===== src/rtl/wb_regfile.sv =====
// rtl/wb_regfile.sv - MEM/WB write-back select, 2R1W register file with write-first bypass, debug port, commit counter
//
// Purpose:
//   Selects the write-back value (load data or ALU result), commits it to the
//   architectural register array and serves the decode stage's two read ports.
//   A read that hits the register being written this cycle returns the new
//   value. Register 0 is hardwired to zero. A debug read port shows the array
//   contents only, and WbCount counts committed writes.
//
// Ports:
//   clk        clock, all state changes on posedge
//   rst        asynchronous active-low reset
//   RegWriteW  W-stage register write enable
//   MemtoRegW  1 selects ReadDataW, 0 selects ALUOutW
//   ReadDataW  W-stage load data
//   ALUOutW    W-stage ALU result
//   WriteRegW  W-stage destination register
//   A1, A2     decode read addresses
//   RD1, RD2   decode read data (combinational, bypassed)
//   ResultW    selected write-back value
//   DbgAddr    debug read address
//   DbgData    debug read data (array only, no bypass)
//   WbCount    number of committed register writes (wraps)

module wb_regfile #(
    parameter int DATA_W = 32,
    parameter int ADDR_W = 5,
    parameter int CNT_W  = 32
) (
    input  logic              clk,
    input  logic              rst,
    input  logic              RegWriteW,
    input  logic              MemtoRegW,
    input  logic [DATA_W-1:0] ReadDataW,
    input  logic [DATA_W-1:0] ALUOutW,
    input  logic [ADDR_W-1:0] WriteRegW,
    input  logic [ADDR_W-1:0] A1,
    input  logic [ADDR_W-1:0] A2,
    output logic [DATA_W-1:0] RD1,
    output logic [DATA_W-1:0] RD2,
    output logic [DATA_W-1:0] ResultW,
    input  logic [ADDR_W-1:0] DbgAddr,
    output logic [DATA_W-1:0] DbgData,
    output logic [CNT_W-1:0]  WbCount
);

    localparam int              NREGS   = 1 << ADDR_W;
    localparam logic [CNT_W-1:0] CNT_ONE = {{(CNT_W-1){1'b0}}, 1'b1};

    logic [DATA_W-1:0] regs [NREGS];
    logic              commit;

    assign ResultW = MemtoRegW ? ReadDataW : ALUOutW;

    // rst is folded in so that the bypass is also dead while reset is held,
    // not just the array update.
    assign commit = rst & RegWriteW & (WriteRegW != '0);

    always_ff @(posedge clk or negedge rst) begin
        if (!rst) begin
            for (int i = 0; i < NREGS; i++) begin
                regs[i] <= '0;
            end
            WbCount <= '0;
        end else if (commit) begin
            regs[WriteRegW] <= ResultW;
            WbCount         <= WbCount + CNT_ONE;
        end
    end

    // Each port resolves independently: $0 first, then the write-first bypass,
    // then the array.
    always_comb begin
        RD1 = regs[A1];
        if (A1 == '0) begin
            RD1 = '0;
        end else if (commit && (WriteRegW == A1)) begin
            RD1 = ResultW;
        end
    end

    always_comb begin
        RD2 = regs[A2];
        if (A2 == '0) begin
            RD2 = '0;
        end else if (commit && (WriteRegW == A2)) begin
            RD2 = ResultW;
        end
    end

    assign DbgData = (DbgAddr == '0) ? '0 : regs[DbgAddr];

endmodule


===== config.mk =====
export PLATFORM = sky130hd
export DESIGN_NAME = wb_regfile
export DESIGN_NICKNAME = d
export VERILOG_FILES = /design/src/rtl/wb_regfile.sv
export SDC_FILE = /design/constraint.sdc
export NUM_CORES = 2
export LEC_CHECK = 0
export CAP_MARGIN = 20
export CELL_PAD_IN_SITES_DETAIL_PLACEMENT = 2
export CELL_PAD_IN_SITES_GLOBAL_PLACEMENT = 2
export CORE_ASPECT_RATIO = 1.5
export CORE_MARGIN = 4
export CORE_UTILIZATION = 40
export DETAILED_ROUTE_END_ITERATION = 7
export PLACE_DENSITY = 0.86
export SYNTH_ARGS = -nofsm -noshare
export SYNTH_HDL_FRONTEND = slang
export SYNTH_SLANG_ARGS = --single-unit

===== constraint.sdc =====
create_clock -name clk -period 3.47 [get_ports clk]
set_clock_uncertainty 0.15 [all_clocks]
set_input_delay 0.694 -clock clk [delete_from_list [all_inputs] [get_ports clk]]
set_output_delay 0.694 -clock clk [all_outputs]
set_load 0.02 [all_outputs]

==> impl_metrics.csv, run 1 <==
group,metric,value,unit
logic_synthesis,mappedNetlistArea,62000,um2
logic_synthesis,synth_top_cell_by_area,"dfrtp_1",
die,start_util,0.403,
logic_synthesis,netlist.area_leader.share,0.426,
logic_synthesis,synth_area_leaders,"dfrtp_1, mux4_2, o21ai_0",
logic_synthesis,avgSynthCellArea,11.4,um2
status,outcome,"aborted with a tool error",
clock_tree,cts_buffers,109,
logic_synthesis,async_reset_ff_frac,1.00,
clock_tree,cts_max_path_buffers,3,
logic_synthesis,ys_warn_count,0,
status,haltStage,"global routing (5_1_grt)",
clock_tree,cts_sinks,1056,
logic_synthesis,syn_nets,5526,
logic_synthesis,synth_seq_cells,1056,
grt,gr-total-overflow,168,
grt,grt_start_max_net_pins,177,
sta,worstEpCategory,"primary output",
grt,grtUsageTotal,0.818,
die,die_w,329,um
logic_synthesis,syn_inst,5437,
logic_synthesis,synth_edf_count,0,
grt,grt_antenna_before_repair,101,
clock_tree,clockRootBuffer,"clkbuf_16",
die,die_y,490,um
logic_synthesis,seq_area_frac_synth,0.426,
die,rows,176,
die,io_pins,248,
place,dp_hpwl,238,mm
logic_synthesis,synth_flop_cell,"dfrtp_1",
status,toolErrorMsg,"[ERROR GRT-0232] Routing congestion too high. Check the congestion heatmap in the GUI.",
place,port_buffers,247,
logic_synthesis,yosysUniqueCellTypes,63,
sta,crit_endpoint,"RD2[6]",
clock_tree,htree_num_levels,3,
place,gp_congestion,0.948,
-- per-layer routing --
metal | GRT overflow | global-route usage
met1 | 1 | 0.796
met3 | 8 | 0.764
met2 | 73 | 0.920
met5 | 1 | 0.577
met4 | 85 | 0.792
-- metrics by stage --
| step | area, um2 | instances | hold slack (ps) | setup WS, ps |
|---|---|---|---|---|
| after CTS | 82100 | 8237 | 83.7 | -302 |
| after detailed placement | 72100 | 7776 | 261 | -1180 |
| after global placement | 72100 | 7776 | 242 | -1150 |
| after floorplan | 62000 | 5437 | 248 | -5.69 |
-- timing repair --
action                                  4_1_cts
cloned                                       24
setup buffers                               247
pin swaps                                   119
resized for setup                          1232
hold endpoints to repair                     26
hold buffers                                  1
endpoints found under the setup margin       96
-- synthesized netlist by cell type, types with 50 or more instances --
master and number:
and3_1 50, clkbuf_1 417, nand2_1 719, buf_2 117
o22ai_1 95, o21ai_0 704, a22oi_1 115, nor2_1 427
mux2i_1 96, dfrtp_1 1056, nand3_1 69, inv_1 71
mux4_2 805, a21oi_1 432
-- cell families after synthesis --
group,synth area share
mux,0.308
simple gates,0.0895
buf+inv,0.0449
flops,0.426
xor+xnor,0.00579
compound gates,0.125
fa+ha+maj,0.000202
==> run 2, diff against run 1 <==
CELL_PAD_IN_SITES_DETAIL_PLACEMENT = unset   (was 2)
CELL_PAD_IN_SITES_GLOBAL_PLACEMENT = unset   (was 2)
CORE_ASPECT_RATIO = unset   (was 1.5)
CORE_UTILIZATION = 25   (was 40)
PLACE_DENSITY = unset   (was 0.86)
PLACE_DENSITY_LB_ADDON = 0.15   (was unset)
==> run 2 against run 1 <==
The flow now finishes, with violations (negative setup slack). Area after synthesis stayed put. Synthesized cell count is the same.
==> impl_metrics.csv, run 2 <==
group,metric,value,unit
sta,whs,265,ps
layout,instances_no_fill,9749,
detailed_routing,firstDrtPassIters,7,
sta,hold_viol,0,
die,die_y,506,um
die,rows,182,
sta,tightest_slew,943,ps
pwr,power_leakage,36.2,nW
logic_synthesis,yosysUniqueCellTypes,63,
layout,final_cell_mix,"dfrtp_1, mux4_2, buf_4",
logic_synthesis,synth_seq_cells,1056,
hold_path,hp-class,"flip-flop to flip-flop",
logic_synthesis,synth_most_common_cell,"dfrtp_1",
clock_tree,clk_pin_slew,50,ps
clock_tree,cts_buffers,135,
status,outcome,"finished, violations left",
layout,fin_area,87200,um2
die,dieArea,256000,um2
logic_synthesis,syn_nets,5526,
grt,grt_pass1_wl,444,mm
sta,fin_crit_sh,1.11,
critical_path,arrival,3000,ps
layout,reg.largest.list,"regs (1024), WbCount (32)",
die,start_util,0.252,
logic_synthesis,netlist.area_leader.share,0.426,
detailed_routing,drtIter0Drc,5267,
detailed_routing,routed_wl,325,mm
logic_synthesis,synth_area_leaders,"dfrtp_1, mux4_2, o21ai_0",
sta,fin_setup_tns,-12570,ps
detailed_routing,vias_per_cell,5.45,
layout,final_common_cell,"dfrtp_1",
status,failed_checks,"negative setup slack",
sta,min_period,3840,ps
place,port_buffers,247,
detailed_routing,vias,53100,
place,dp_hpwl,220,mm
clock_tree,htree_num_levels,4,
layout,fin_nets,6413,
clock_tree,cts_tree,"done",
place,placed_area,75300,um2
sta,fmax,0.260,GHz
place,dp_cells,9174,
logic_synthesis,async_reset_ff_frac,1.00,
job,maxCapViolCount,0,
pwr,ir_drop,0.300,mV
logic_synthesis,synth_flop_cell,"dfrtp_1",
pwr,p_total,43.3,mW
clock_tree,cts_max_path_buffers,3,
die,die_w,506,um
detailed_routing,drc,0,
die,io_pins,248,
die,coreArea,246000,um2
layout,final_util,0.354,
sta,relSlewSlack,0.371,
critical_path,crit_path_end_kind,"primary output",
logic_synthesis,seq_area_frac_synth,0.426,
layout,syn_to_final_growth,40.7,%
critical_path,cp-start-kind,"flip-flop",
pwr,power_density,497,nW/um2
grt,grt_antenna_before_repair,12,
logic_synthesis,syn_inst,5437,
sta,setup_viol,88,
layout,largest_reg_flops,1024,
layout,top_register,"regs",
clock_tree,clk_latency,810,ps
logic_synthesis,synth_common_cells,"dfrtp_1, mux4_2, nand2_1",
grt,first_global_vias,52800,
place,dpl_worst_slack,-1190,ps
detailed_routing,wl_per_cell,33.3,um
critical_path,worstSetupPathType,"flip-flop to primary output",
grt,grtUsageTotal,0.247,
place,gp_congestion,0.915,
logic_synthesis,avgSynthCellArea,11.4,um2
logic_synthesis,synth_top_cell_by_area,"dfrtp_1",
grt,grt_start_max_net_pins,134,
logic_synthesis,mappedNetlistArea,62000,um2
logic_synthesis,synth_edf_count,0,
logic_synthesis,ys_warn_count,0,
layout,drive_above_1_share,0.421,
critical_path,required,2630,ps
critical_path,critical_path_peak_fanout,2,
grt,gr-total-overflow,0,
sta,slew_violations,0,
clock_tree,clockRootBuffer,"clkbuf_16",
sta,grt_setup_unrepaired,"true",
sta,layout_setup_ws,-372,ps
detailed_routing,antenna_left,0,
clock_tree,cts_sinks,1056,
[run 2: what timing repair did]
item | in CTS | in global routing
endpoints found under the hold margin | 1 | 0
setup endpoints to repair | 97 | 106
gates resized for setup | 821 | 292
buffers inserted | 208 | 112
cloned | 33 | 11
hold buffers | 1 | 0
pin swaps | 96 | 101
[run 2: final timing paths]
check	from	end	slack (ps)	depth (start not counted)
worst max-delay path	regs[128]$_DFFE_PN0P_	RD2[0]	-370	5
worst max register to register	WbCount[0]$_DFFE_PN0P_	WbCount[25]$_DFFE_PN0P_	1380	6
max in group asynchronous	rst	regs[296]$_DFFE_PN0P_	270	5
worst min-delay path	regs[1020]$_DFFE_PN0P_	regs[1020]$_DFFE_PN0P_	260	0
worst min register to register	regs[1020]$_DFFE_PN0P_	regs[1020]$_DFFE_PN0P_	260	0
min in group asynchronous	rst	regs[1017]$_DFFE_PN0P_	850	3
[run 2: logic make-up (layout without fill, tap and decap cells)]
family	count (synthesis)	count (layout)	synth area share
AO/OA/AOI/OAI	1418	1418	0.125
XOR/XNOR	41	41	0.00579
adder cells (fa/ha/maj)	1	1	0.000202
buffers and inverters	674	1670	0.0449
flip-flops	1056	1056	0.426
multiplexers	901	901	0.308
other	0	4	0
AND/OR/NAND/NOR	1346	1346	0.0895
[run 2: power breakdown]
group	total, mW	switching [mW]	internal (mW)
sequential	16.2	1.97	14.2
combinational	12.3	5.94	6.34
clock	14.9	6.13	8.76
[run 2: critical path, stage by stage (launching register included)]
cell and delay [ps]:
dfrtp_1 380, mux4_2 470, mux4_2 620, a22o_4 360
a21o_4 220, buf_6 130
[run 2: cell type report]
type	instances	area, um2
tap	3312	4140
clock inverter	44	517
timing repair buffer	1351	16200
fill	24400	159000
antenna	4	10.0
inverter	73	280
clock buffer	202	4060
sequential	1056	26400
multi-input combinational	3707	35600
[run 2: per-layer routing]
layer / up-vias / share of wire / track usage
met1: 27800 / 0.41 / 0.321
met5: - / 0.000099 / 0
li1: 22200 / - / -
met4: 4 / 0.059 / 0.120
met2: 2522 / 0.46 / 0.391
met3: 602 / 0.073 / 0.0526
Note: power is estimated with default switching activity, not from simulation.
